### src/rtl/apb_clk_gate_pkg.sv
// ---------------------------------------------------------------------------
// apb_clk_gate_pkg
// Shared types and constants for the APB clock-gate controller:
//   - ch_state_e     : per-channel gating state (ON / IDLE / OFF)
//   - ADDR_*         : register byte offsets (PADDR[4:2] decode)
//   - TIMEOUT_RST    : reset value of the idle-timeout register
// ---------------------------------------------------------------------------
package apb_clk_gate_pkg;

  typedef enum logic [1:0] {
    CH_ON   = 2'd0,
    CH_IDLE = 2'd1,
    CH_OFF  = 2'd2
  } ch_state_e;

  localparam logic [4:0] ADDR_CTRL      = 5'h00;
  localparam logic [4:0] ADDR_AUTO      = 5'h04;
  localparam logic [4:0] ADDR_STATUS    = 5'h08;
  localparam logic [4:0] ADDR_TIMEOUT   = 5'h0C;
  localparam logic [4:0] ADDR_WAKE_PEND = 5'h10;
  localparam logic [4:0] ADDR_IRQ_MASK  = 5'h14;
  // First offset with no register behind it; everything from here up errors.
  localparam logic [4:0] ADDR_UNMAPPED  = 5'h18;

  localparam logic [31:0] TIMEOUT_RST = 32'h0000_00FF;

endpackage

### src/rtl/apb_clk_gate_ctrl_if.sv
// ---------------------------------------------------------------------------
// apb_clk_gate_ctrl_if
// APB3 slave bus bundle for the clock-gate controller.
//   PADDR/PWDATA/PWRITE/PSEL/PENABLE : master -> slave
//   PRDATA/PREADY/PSLVERR            : slave  -> master
// Modports: master (bus driver / testbench), slave (the controller).
// ---------------------------------------------------------------------------
interface apb_clk_gate_ctrl_if #(
  parameter int APB_ADDR_WIDTH = 12
);
  logic [APB_ADDR_WIDTH-1:0] PADDR;
  logic [31:0]               PWDATA;
  logic                      PWRITE;
  logic                      PSEL;
  logic                      PENABLE;
  logic [31:0]               PRDATA;
  logic                      PREADY;
  logic                      PSLVERR;

  modport master (
    output PADDR, PWDATA, PWRITE, PSEL, PENABLE,
    input  PRDATA, PREADY, PSLVERR
  );

  modport slave (
    input  PADDR, PWDATA, PWRITE, PSEL, PENABLE,
    output PRDATA, PREADY, PSLVERR
  );
endinterface

### src/rtl/clk_gate_ch_fsm.sv
// ---------------------------------------------------------------------------
// clk_gate_ch_fsm
// One channel of the clock-gate controller: ON/IDLE/OFF state machine with
// its idle-timeout down-counter.
// Ports:
//   clk, rst_n   : system clock, asynchronous active-low reset
//   ctrl_i       : manual enable bit for this channel
//   auto_i       : auto-gate enable bit for this channel
//   busy_i       : peripheral busy (holds the clock on while ON/IDLE)
//   wake_i       : wake event level
//   timeout_i    : idle cycles loaded on ON -> IDLE
//   clk_en_o     : registered clock enable (1 in ON and IDLE)
//   wake_set_o   : one-cycle request to set this channel's pending wake bit
// ---------------------------------------------------------------------------
module clk_gate_ch_fsm
  import apb_clk_gate_pkg::*;
#(
  parameter int CNT_WIDTH = 16
) (
  input  logic                 clk,
  input  logic                 rst_n,
  input  logic                 ctrl_i,
  input  logic                 auto_i,
  input  logic                 busy_i,
  input  logic                 wake_i,
  input  logic [CNT_WIDTH-1:0] timeout_i,
  output logic                 clk_en_o,
  output logic                 wake_set_o
);

  ch_state_e            state_reg, state_next;
  logic [CNT_WIDTH-1:0] cnt_reg, cnt_next;
  logic                 clk_en_reg, clk_en_next;

  // State register. The enable is a flop of its own so the gating cell sees
  // a clean registered level that changes on the same edge as the state.
  always_ff @(posedge clk or negedge rst_n) begin
    if (!rst_n) begin
      state_reg  <= CH_ON;
      cnt_reg    <= '0;
      clk_en_reg <= 1'b1;
    end else begin
      state_reg  <= state_next;
      cnt_reg    <= cnt_next;
      clk_en_reg <= clk_en_next;
    end
  end

  // Next-state logic
  always_comb begin
    state_next = state_reg;
    case (state_reg)
      CH_ON: begin
        // Busy keeps the clock running until the peripheral has drained.
        if (!ctrl_i && !busy_i) begin
          state_next = auto_i ? CH_IDLE : CH_OFF;
        end
      end
      CH_IDLE: begin
        if (ctrl_i || busy_i) begin
          state_next = CH_ON;
        end else if (!auto_i) begin
          // Auto-gating withdrawn mid-countdown: gate right away.
          state_next = CH_OFF;
        end else if (wake_i) begin
          state_next = CH_ON;
        end else if (cnt_reg == '0) begin
          state_next = CH_OFF;
        end
      end
      CH_OFF: begin
        // Busy is deliberately not looked at: the peripheral has no clock.
        if (ctrl_i || (auto_i && wake_i)) begin
          state_next = CH_ON;
        end
      end
      default: state_next = CH_ON;
    endcase
  end

  // Output / datapath logic
  always_comb begin
    cnt_next = cnt_reg;
    if (state_reg == CH_ON && state_next == CH_IDLE) begin
      cnt_next = timeout_i;
    end else if (state_reg == CH_IDLE && state_next == CH_IDLE) begin
      // Staying in IDLE implies the count is non-zero, so this never wraps.
      cnt_next = cnt_reg - CNT_WIDTH'(1);
    end
    clk_en_next = (state_next != CH_OFF);
    // Only an automatic wake out of OFF is reported; a manual enable is not.
    wake_set_o  = (state_reg == CH_OFF) && !ctrl_i && auto_i && wake_i;
  end

  assign clk_en_o = clk_en_reg;

endmodule

### src/rtl/apb_clk_gate_ctrl.sv
// ---------------------------------------------------------------------------
// apb_clk_gate_ctrl
// APB-programmable clock-gate controller for NUM_CH peripheral channels with
// busy-aware draining and idle-timeout auto-gating with wake-up.
// Ports:
//   clk, rst_n   : ungated system clock, asynchronous active-low reset
//   apb          : APB slave port (apb_clk_gate_ctrl_if.slave)
//   ch_busy_i    : per-channel peripheral busy
//   ch_wake_i    : per-channel wake event (level)
//   clk_en_o     : per-channel registered clock enable
//   irq_o        : wake interrupt (level)
// Registers (byte offsets): 0x00 CTRL, 0x04 AUTO, 0x08 STATUS, 0x0C TIMEOUT,
//   0x10 WAKE_PEND (W1C), 0x14 IRQ_MASK; 0x18/0x1C respond with PSLVERR.
// Build option: define APB_CLK_GATE_WAKE_IRQ_EN to implement WAKE_PEND,
//   IRQ_MASK and irq_o; otherwise those offsets read 0 and irq_o is 0.
// ---------------------------------------------------------------------------
module apb_clk_gate_ctrl
  import apb_clk_gate_pkg::*;
#(
  parameter int NUM_CH         = 8,
  parameter int CNT_WIDTH      = 16,
  parameter int APB_ADDR_WIDTH = 12
) (
  input  logic                clk,
  input  logic                rst_n,
  apb_clk_gate_ctrl_if.slave  apb,
  input  logic [NUM_CH-1:0]   ch_busy_i,
  input  logic [NUM_CH-1:0]   ch_wake_i,
  output logic [NUM_CH-1:0]   clk_en_o,
  output logic                irq_o
);

  logic [APB_ADDR_WIDTH-1:0] paddr;
  logic [4:0]                reg_off;
  logic                      access;
  logic                      unmapped;
  logic                      wr_en;
  logic [NUM_CH-1:0]         wdata_ch;

  logic [NUM_CH-1:0]         ctrl_reg;
  logic [NUM_CH-1:0]         auto_reg;
  logic [CNT_WIDTH-1:0]      timeout_reg;
  logic [NUM_CH-1:0]         wake_set;
  logic [NUM_CH-1:0]         wake_pend_rd;
  logic [NUM_CH-1:0]         irq_mask_rd;
  logic [31:0]               rd_data;

  // Only PADDR[4:2] selects a register; the rest of the address and the
  // write-data bits above the field widths are don't-care.
  logic unused_apb;
  assign unused_apb = ^{paddr, apb.PWDATA};

  assign paddr    = apb.PADDR;
  assign reg_off  = {paddr[4:2], 2'b00};
  assign access   = apb.PSEL & apb.PENABLE;
  assign unmapped = (reg_off >= ADDR_UNMAPPED);
  assign wr_en    = access & apb.PWRITE & ~unmapped;
  assign wdata_ch = apb.PWDATA[NUM_CH-1:0];

  assign apb.PREADY  = 1'b1;
  assign apb.PSLVERR = access & unmapped;

  // Control registers
  always_ff @(posedge clk or negedge rst_n) begin
    if (!rst_n) begin
      ctrl_reg    <= '1;
      auto_reg    <= '0;
      timeout_reg <= CNT_WIDTH'(TIMEOUT_RST);
    end else if (wr_en) begin
      case (reg_off)
        ADDR_CTRL:    ctrl_reg    <= wdata_ch;
        ADDR_AUTO:    auto_reg    <= wdata_ch;
        ADDR_TIMEOUT: timeout_reg <= apb.PWDATA[CNT_WIDTH-1:0];
        default: ;
      endcase
    end
  end

  // Per-channel state machines
  genvar gi;
  for (gi = 0; gi < NUM_CH; gi++) begin : g_ch
    clk_gate_ch_fsm #(
      .CNT_WIDTH (CNT_WIDTH)
    ) u_fsm (
      .clk        (clk),
      .rst_n      (rst_n),
      .ctrl_i     (ctrl_reg[gi]),
      .auto_i     (auto_reg[gi]),
      .busy_i     (ch_busy_i[gi]),
      .wake_i     (ch_wake_i[gi]),
      .timeout_i  (timeout_reg),
      .clk_en_o   (clk_en_o[gi]),
      .wake_set_o (wake_set[gi])
    );
  end

`ifdef APB_CLK_GATE_WAKE_IRQ_EN
  logic [NUM_CH-1:0] wake_pend_reg, wake_pend_next;
  logic [NUM_CH-1:0] irq_mask_reg;
  logic              irq_reg;

  always_comb begin
    wake_pend_next = wake_pend_reg;
    if (wr_en && reg_off == ADDR_WAKE_PEND) begin
      wake_pend_next = wake_pend_reg & ~wdata_ch;
    end
    // Applied after the clear so a wake on the same edge is never lost.
    wake_pend_next = wake_pend_next | wake_set;
  end

  always_ff @(posedge clk or negedge rst_n) begin
    if (!rst_n) begin
      wake_pend_reg <= '0;
      irq_mask_reg  <= '0;
      irq_reg       <= 1'b0;
    end else begin
      wake_pend_reg <= wake_pend_next;
      if (wr_en && reg_off == ADDR_IRQ_MASK) begin
        irq_mask_reg <= wdata_ch;
      end
      irq_reg <= |(wake_pend_reg & irq_mask_reg);
    end
  end

  assign wake_pend_rd = wake_pend_reg;
  assign irq_mask_rd  = irq_mask_reg;
  assign irq_o        = irq_reg;
`else
  logic unused_wake_set;
  assign unused_wake_set = ^wake_set;
  assign wake_pend_rd    = '0;
  assign irq_mask_rd     = '0;
  assign irq_o           = 1'b0;
`endif

  // Read mux: combinational, driven only while selected.
  always_comb begin
    rd_data = '0;
    if (apb.PSEL) begin
      case (reg_off)
        ADDR_CTRL:      rd_data = 32'(ctrl_reg);
        ADDR_AUTO:      rd_data = 32'(auto_reg);
        ADDR_STATUS:    rd_data = 32'(clk_en_o);
        ADDR_TIMEOUT:   rd_data = 32'(timeout_reg);
        ADDR_WAKE_PEND: rd_data = 32'(wake_pend_rd);
        ADDR_IRQ_MASK:  rd_data = 32'(irq_mask_rd);
        default:        rd_data = '0;
      endcase
    end
  end

  assign apb.PRDATA = rd_data;

endmodule

### src/flat_wrapper.sv
// flat-port wrapper written by rule: the top's interface ports become plain ports
module apb_clk_gate_ctrl_flat import apb_clk_gate_pkg::*;
#(
  parameter int NUM_CH         = 8,
  parameter int CNT_WIDTH      = 16,
  parameter int APB_ADDR_WIDTH = 12
)
  (clk, rst_n, ch_busy_i, ch_wake_i, clk_en_o, irq_o, apb_PADDR, apb_PWDATA, apb_PWRITE, apb_PSEL, apb_PENABLE, apb_PRDATA, apb_PREADY, apb_PSLVERR);
  apb_clk_gate_ctrl_if #(.APB_ADDR_WIDTH(APB_ADDR_WIDTH)) apb_i ();
  input  logic clk;
  input  logic rst_n;
  input  logic [NUM_CH-1:0] ch_busy_i;
  input  logic [NUM_CH-1:0] ch_wake_i;
  output logic [NUM_CH-1:0] clk_en_o;
  output logic irq_o;
  input wire logic [$bits(apb_i.PADDR)-1:0] apb_PADDR;
  input wire logic [$bits(apb_i.PWDATA)-1:0] apb_PWDATA;
  input wire logic [$bits(apb_i.PWRITE)-1:0] apb_PWRITE;
  input wire logic [$bits(apb_i.PSEL)-1:0] apb_PSEL;
  input wire logic [$bits(apb_i.PENABLE)-1:0] apb_PENABLE;
  output wire logic [$bits(apb_i.PRDATA)-1:0] apb_PRDATA;
  output wire logic [$bits(apb_i.PREADY)-1:0] apb_PREADY;
  output wire logic [$bits(apb_i.PSLVERR)-1:0] apb_PSLVERR;
  assign apb_i.PADDR = apb_PADDR;
  assign apb_i.PWDATA = apb_PWDATA;
  assign apb_i.PWRITE = apb_PWRITE;
  assign apb_i.PSEL = apb_PSEL;
  assign apb_i.PENABLE = apb_PENABLE;
  assign apb_PRDATA = apb_i.PRDATA;
  assign apb_PREADY = apb_i.PREADY;
  assign apb_PSLVERR = apb_i.PSLVERR;
  apb_clk_gate_ctrl #(.NUM_CH(NUM_CH), .CNT_WIDTH(CNT_WIDTH), .APB_ADDR_WIDTH(APB_ADDR_WIDTH)) u_core (.clk(clk), .rst_n(rst_n), .apb(apb_i), .ch_busy_i(ch_busy_i), .ch_wake_i(ch_wake_i), .clk_en_o(clk_en_o), .irq_o(irq_o));
endmodule
### config.mk
export PLATFORM = sky130hd
export DESIGN_NAME = apb_clk_gate_ctrl_flat
export DESIGN_NICKNAME = d
export VERILOG_FILES = /design/src/rtl/apb_clk_gate_pkg.sv /design/src/rtl/apb_clk_gate_ctrl_if.sv /design/src/rtl/clk_gate_ch_fsm.sv /design/src/rtl/apb_clk_gate_ctrl.sv /design/src/flat_wrapper.sv
export SDC_FILE = /design/constraint.sdc
export NUM_CORES = 1
export LEC_CHECK = 0
export ABC_AREA = 0
export ABC_CLOCK_PERIOD_IN_PS = 4500
export CORE_MARGIN = 2
export CORE_UTILIZATION = 63
export DETAILED_ROUTE_END_ITERATION = 16
export GPL_ROUTABILITY_DRIVEN = 1
export GPL_TIMING_DRIVEN = 1
export PLACE_DENSITY = 0.95
export SYNTH_ARGS = -nofsm -noshare
export SYNTH_HDL_FRONTEND = slang
export SYNTH_SLANG_ARGS = --single-unit
### constraint.sdc
create_clock -name clk -period 4.5 [get_ports clk]
set_input_delay 0.45 -clock clk [delete_from_list [all_inputs] [get_ports clk]]
set_output_delay 0.45 -clock clk [all_outputs]
set_load 0.01 [all_outputs]
==> results of run 1 <==
## final cells by class
cell class	instances	area (sq um)	share of cell area (%)
Multi-Input combinational cell	917	5800	47.2
Tap cell	225	282	2.29
Sequential cell	184	4630	37.7
Clock inverter	13	214	1.74
Inverter	36	135	1.10
Antenna cell	2	5.00	0.0407
Timing Repair Buffer	80	774	6.30
Clock buffer	19	443	3.60
## cells in the final DEF (no fill, tap or decap), types with 8 or more instances in the layout
master           count
nor2b_1             14
nand2b_1            13
ha_1                 8
nor3b_1             19
xnor2_1             11
o32ai_1             16
clkdlybuf4s50_1     63
o22ai_1             27
dfstp_2             24
nand4_1              9
nand3_1             35
mux2_2              32
or4_1               20
dfrtp_1            160
xor2_1               8
a31oi_1              9
buf_4               15
or2_2               11
o221a_2             10
and2_1              13
clkbuf_16           17
o21a_1              14
a21oi_1             80
conb_1              18
mux2i_1             15
or3_1               16
nand2_1             82
inv_1               35
nor2_1             101
nor4_1              19
a211oi_1            28
o21ai_0             95
nor3_1              45
o211ai_1            13
## worst register-to-register path, stage by stage, from the launching register on
cell and delay, ns:
dfrtp_1 0.43, inv_1 0.08, ha_1 0.19, nor3b_1 0.43, nand4_1 0.41, o31ai_1 0.85, inv_1 0.33, o311ai_0 0.27
o21ai_0 0.19
## synth_stat cells, types with 6 or more instances
cell type  number
dfrtp_1       160
nor2_1        101
o21ai_0        95
nand2_1        82
a21oi_1        80
clkbuf_1       58
nor3_1         46
inv_1          35
nand3_1        35
mux2_2         32
a211oi_1       28
buf_4          27
o22ai_1        27
dfstp_2        24
or4_1          20
nor3b_1        19
nor4_1         19
o32ai_1        16
or3_1          16
mux2i_1        15
nor2b_1        14
o21a_1         14
and2_1         13
nand2b_1       13
o211ai_1       13
buf_1          11
or2_2          11
xnor2_1        11
o221a_2        10
a31oi_1         9
nand4_1         9
ha_1            8
xor2_1          8
a41oi_1         7
o31ai_1         7
a2bb2oi_1       6
and3_1          6
o311ai_0        6
o41ai_1         6
or3b_2          6
## per-stage QoR
step / hold WS (ns) / instance area, sq um / util (%)
after CTS: 0.147 / 12300 / 71.5
after floorplan: 0.154 / 11000 / -
after global placement: 0.490 / 11600 / 67.7
after global routing: 0.190 / 12300 / 71.5
final: 0.0808 / 12300 / 71.5
after detailed placement: 0.501 / 11600 / 67.7
## per-layer routing
metal / track usage (%) / up-vias / wire [um] / part of all wire, %
met4: 29.0 / 2 / 2830 / 8.1
met2: 57.5 / 826 / 15400 / 44
met3: 10.5 / 247 / 4170 / 12
li1: - / 4579 / - / -
met5: 0 / - / 13 / 0.037
met1: 48.6 / 5094 / 12400 / 36
## cells by family (layout without fill, tap and decap cells)
kind of cell / after synthesis / after routing
AO/OA/AOI/OAI: 388 / 388
XOR/XNOR: 19 / 19
adder cells (fa/ha/maj): 8 / 8
buffers and inverters: 137 / 148
flip-flops: 184 / 184
multiplexers: 47 / 47
other: 2 / 20
AND/OR/NAND/NOR: 437 / 437
## power by group
group,internal [mW],switching (mW)
clock,1.01,0.688
sequential,2.34,0.974
combinational,1.08,1.37
## how the worst min path moves through the flow
stage,endpoint,depth (start not counted),slack (ns)
final,u_core.g_ch[3].u_fsm.cnt_reg[12],1,0.08
after global routing,u_core.g_ch[3].u_fsm.cnt_reg[12],1,0.19
after CTS,u_core.g_ch[3].u_fsm.cnt_reg[1],1,0.15
after detailed placement,u_core.g_ch[2].u_fsm.cnt_reg[15],1,0.50
after global placement,u_core.g_ch[2].u_fsm.cnt_reg[15],1,0.49
after floorplan,u_core.auto_reg[0],0,0.15
==> results.py, run 1 <==
metrics = {
    "run_status": {
        "outcome": "complete, no violations",
    },
    "critical_path": {
        "ff2ff_path_depth": 8,
        "crit-reg2reg-launch": "u_core.g_ch[0].u_fsm.cnt_reg[0]",
        "cp.required_ns": 4.05,
        "critPathSlowestCell": "clkdlybuf4s50_1",
        "critPathLaunch": "apb_PADDR[3]",
        "crit_chain": "clkdlybuf4s50_1, buf_4, a211oi_1, a211oi_1, clkdlybuf4s50_1",
        "cp-start-kind": "input port",
        "cp_num_cells": 5,
        "endpoint_kind": "primary output",
        "slowest_delay_ns": 0.98,
        "path_max_fanout": 19,
        "critPathCapture": "apb_PRDATA[2]",
        "ff2ff_setup_slack_ns": 1.16,
        "cp.arrival_ns": 3.04,
        "critPathTopFamily": "buffers and inverters",
        "criticalPathCategory": "input port to primary output",
        "r2r-end": "u_core.g_ch[0].u_fsm.cnt_reg[1]",
        "critPathBufInv": 3,
    },
    "place": {
        "dp_hpwl_mm": 20.9,
        "io_buffer_count": 64,
        "dp.cells": 1442,
        "pre_cts_ws_ns": 1.15,
        "gp_congestion": 0.984,
    },
    "clock_network": {
        "cts_tree": "done",
        "cts_resized": 0,
        "clockBufferDepth": 2,
        "clk_pin_slew_ns": 0.06,
        "clk_latency_ns": 0.45,
        "hold_buffers": 0,
        "cts_htree_levels": 4,
        "cts_root_buf": "clkbuf_16",
        "cts_sinks": 184,
        "cts_setup_buffers": 0,
        "numCtsBuffers": 17,
    },
    "timing": {
        "setup_slack_ns": 1.01,
        "min_period_ns": 3.49,
        "rsz0062_at_grt": "no",
        "finalSetupViolCount": 0,
        "hold_viol": 0,
        "slew_violations": 0,
        "slew_headroom_pct": 25.8,
        "setup_tns_ns": 0,
        "max_freq_mhz": 286,
        "finClkSkew_ns": 0.00981,
        "final.period_utilization_pct": 77.6,
        "tightest_slew_ns": 1.11,
    },
    "logic_synthesis": {
        "synthMuxAreaShare_pct": 4.65,
        "ys_ff_latch": 184,
        "synth_edf_count": 0,
        "yosysSeqAreaShare_pct": 42.2,
        "synth-warning-count": 0,
        "synth_top_family_by_area": "compound AO/OA/AOI/OAI gates",
        "synth_top_cell_area_share_pct": 36.5,
        "synth_cell_types": 85,
        "synth-main-ff-cell": "dfrtp_1",
        "postSynthCellCount": 1222,
        "synth_area_leader_cell": "dfrtp_1",
        "synthAdderAreaFrac_pct": 0.911,
        "ys_top_cells_by_area": "dfrtp_1 36%, dfstp_2 5.7%, o21ai_0 4.3%, a21oi_1 3.6%, nor2_1 3.5%",
        "synth-compound-area-share_pct": 23.7,
        "synthSimpleGateAreaFrac_pct": 21.3,
        "async_flop_share_pct": 100,
        "syn_avg_cell_area_sq_um": 8.99,
        "synthXorXnorAreaFrac_pct": 1.52,
        "syn_area_sq_mm": 0.0110,
    },
    "final_layout": {
        "final_cells": 1476,
        "final_nets": 1309,
        "syn_to_final_growth_pct": 11.9,
        "drive_above_1_share_pct": 11.6,
        "num-fill-cells": 1196,
        "largest_reg_flops": 128,
    },
    "power_and_ir_drop": {
        "cellPowerDensity_mw_per_mm2": 607,
        "ir_drop_mv": 0.329,
        "p_leak_nw": 4.76,
        "p_total_mw": 7.46,
    },
    "global_route": {
        "grt_first_pass_wirelength_mm": 55.1,
        "grt_remaining_overflow": 0,
        "grt_max_degree": 101,
        "antenna_found_initial": 1,
        "grt_pass1_vias": 10400,
        "grt_use_total_pct": 38.8,
    },
    "floorplan": {
        "placeableCoreArea_sq_mm": 0.0172,
        "rows": 48,
        "ios": 108,
        "die_x_um": 136,
        "die_h_um": 136,
        "die_area_sq_mm": 0.0185,
        "initial_core_util_pct": 63.9,
    },
    "flow_run": {
        "drv_cap": 0,
    },
    "routing": {
        "wl_mm": 34.9,
        "wl_per_cell_um": 23.6,
        "drt_iter0_markers": 1558,
        "drtPass1Iterations": 6,
        "num_vias": 10700,
        "drc": 0,
        "ant_nets": 0,
        "via_per_inst": 7.28,
    },
    "worst_hold_path": {
        "hp-class": "input port to async pin",
    },
}
Power figures use the tool's default switching activity.
==> run 2: changes to the inputs <==
ABC_CLOCK_PERIOD_IN_PS = 3500   (was 4500)
CORE_UTILIZATION = 58   (was 63)
PLACE_DENSITY = 0.89   (was 0.95)
clock period = 3.5 ns   (was 4.5 ns; I/O delays follow)
==> run 2 against run 1 <==
Compared with the run above: the flow now finishes with violations (negative hold slack); non-clock buffer count up 23; via count fell by 3.2%; core utilization shrank 4.7 points; die area increased by 8.4%; design area is 1.4% higher; global-route usage decreased by 6.2 points; count of clock-buffer cells in the layout is 1 lower; sequential share of layout area fell by 0.52 points; highest routed layer is now met4.
==> results.py, run 2 (synthesis gave the netlist of run 1 again) <==
metrics = {
    "run_status": {
        "outcome": "finished, violations left",
        "violations": "negative hold slack",
    },
    "timing": {
        "hold_viol": 9,
        "slew_headroom_pct": 32.9,
        "min_period_ns": 2.97,
        "setup_tns_ns": 0,
        "rsz0062_at_grt": "no",
        "setup_slack_ns": 0.528,
        "finalSetupViolCount": 0,
        "finClkSkew_ns": 0.00968,
        "tightest_slew_ns": 0.998,
        "timing.hold.ws_ns": -0.0337,
        "final.period_utilization_pct": 84.9,
        "slew_violations": 0,
        "max_freq_mhz": 336,
    },
    "routing": {
        "wl_per_cell_um": 21.7,
        "wl_mm": 32.6,
        "drt_iter0_markers": 1027,
        "num_vias": 10400,
        "ant_nets": 0,
        "via_per_inst": 6.91,
        "drtPass1Iterations": 6,
        "drc": 0,
    },
    "floorplan": {
        "die_x_um": 142,
        "initial_core_util_pct": 58.9,
        "placeableCoreArea_sq_mm": 0.0186,
        "ios": 108,
        "die_h_um": 142,
        "rows": 50,
        "die_area_sq_mm": 0.0201,
    },
    "clock_network": {
        "cts_sinks": 184,
        "cts_htree_levels": 4,
        "cts_setup_buffers": 0,
        "cts_tree": "done",
        "hold_buffers": 0,
        "cts_root_buf": "clkbuf_16",
        "clk_pin_slew_ns": 0.06,
        "clk_latency_ns": 0.44,
        "numCtsBuffers": 17,
        "clockBufferDepth": 2,
        "cts_resized": 0,
    },
    "global_route": {
        "grt_use_met2_pct": 51.0,
        "grt_remaining_overflow": 0,
        "grt_pass1_vias": 9686,
        "grt_use_total_pct": 32.6,
        "busiest_layer": "met2",
        "grt_util_met3_pct": 6.34,
        "grt_max_degree": 96,
        "grt_first_pass_wirelength_mm": 51.0,
        "use_met1_pct": 41.9,
        "antenna_found_initial": 0,
    },
    "critical_path": {
        "cp.arrival_ns": 2.62,
        "path_max_fanout": 13,
        "crit_chain": "clkdlybuf4s50_1, nand2b_1, a211oi_1, clkdlybuf4s50_1",
        "endpoint_kind": "primary output",
        "cp.required_ns": 3.15,
        "critPathTopFamily": "buffers and inverters",
        "cp_num_cells": 4,
        "r2r-end": "u_core.g_ch[5].u_fsm.cnt_reg[1]",
        "ff2ff_setup_slack_ns": 0.79,
        "slowest_delay_ns": 0.63,
        "critPathSlowestCell": "clkdlybuf4s50_1",
        "critPathBufInv": 2,
        "cp-start-kind": "input port",
        "crit_top_cell": "clkdlybuf4s50_1",
        "ff2ff_path_depth": 7,
        "crit-reg2reg-launch": "u_core.g_ch[5].u_fsm.cnt_reg[0]",
        "criticalPathCategory": "input port to primary output",
    },
    "final_layout": {
        "regArea_sq_mm": 0.00463,
        "drive_above_1_share_pct": 13.3,
        "final_nets": 1332,
        "diodes": 0,
        "num-fill-cells": 1437,
        "final_cells": 1506,
        "final_cell_mix": "160 x dfrtp_1, 101 x nor2_1, 95 x o21ai_0",
        "final_common_cell": "dfrtp_1",
        "largest_reg_flops": 128,
        "syn_to_final_growth_pct": 13.4,
        "final_util_pct": 66.8,
        "multi_input_area_sq_mm": 0.00580,
    },
    "place": {
        "pre_cts_ws_ns": 0.583,
        "io_buffer_count": 64,
        "dp.cells": 1474,
        "gp_congestion": 0.983,
        "dp_hpwl_mm": 21.4,
    },
    "power_and_ir_drop": {
        "ir_drop_mv": 0.345,
        "p_leak_nw": 4.87,
        "cellPowerDensity_mw_per_mm2": 754,
    },
    "flow_run": {
        "drv_cap": 0,
    },
    "worst_hold_path": {
        "hp-class": "input port to async pin",
    },
}
==> run 2: layout make-up <==
class                      count  area share, %
clock inverter                14           1.57
multi-input combinational    917           46.6
timing repair buffer         103           7.72
tap                          234           2.35
inverter                      36           1.08
clock buffer                  18           3.53
sequential                   184           37.2
==> run 2: worst max path at each step <==
stage	endpoint	slack, ns	from
finish	apb_PRDATA[2]	0.53	apb_PSEL
global route	apb_PRDATA[11]	0.49	apb_PSEL
CTS	apb_PRDATA[11]	0.59	apb_PADDR[4]
detailed placement	u_core.ctrl_reg[1]	0.58	apb_PADDR[4]
global placement	u_core.ctrl_reg[5]	0.61	apb_PADDR[4]
floorplan	u_core.g_ch[4].u_fsm.cnt_reg[1]	1.04	u_core.g_ch[4].u_fsm.cnt_reg[0]
==> run 2: worst register-to-register path: stages, from the launching register on <==
cell	delay, ns
dfrtp_1	0.42
inv_1	0.10
ha_1	0.22
or3b_2	0.46
nor4_2	0.74
o21ai_1	0.30
o311ai_0	0.19
o21ai_0	0.14
==> run 2: per-layer routing <==
layer | part of all wire, % | vias to the layer above
met5 | 0 | -
met4 | 6.5 | 0
met2 | 46 | 642
li1 | - | 4632
met1 | 38 | 4977
met3 | 9.6 | 149
==> run 2: metrics by stage <==
| step | instance area, sq um | power (mW) | hold slack [ns] |
|---|---|---|---|
| floorplan | 11000 | 6.13 | 0.0544 |
| global placement | 11800 | 6.93 | 0.471 |
| detailed placement | 11800 | 7.15 | 0.476 |
| CTS | 12500 | 9.30 | 0.0156 |
| global route | 12500 | 9.91 | 0.0428 |
| finish | 12500 | 9.40 | -0.0337 |
==> run 2: where the power goes <==
part           internal (mW)  total [mW]  switching, mW
sequential              3.00        4.14           1.14
combinational           1.44        3.17           1.73
clock                   1.22        2.09          0.866
total                   5.66        9.40           3.74
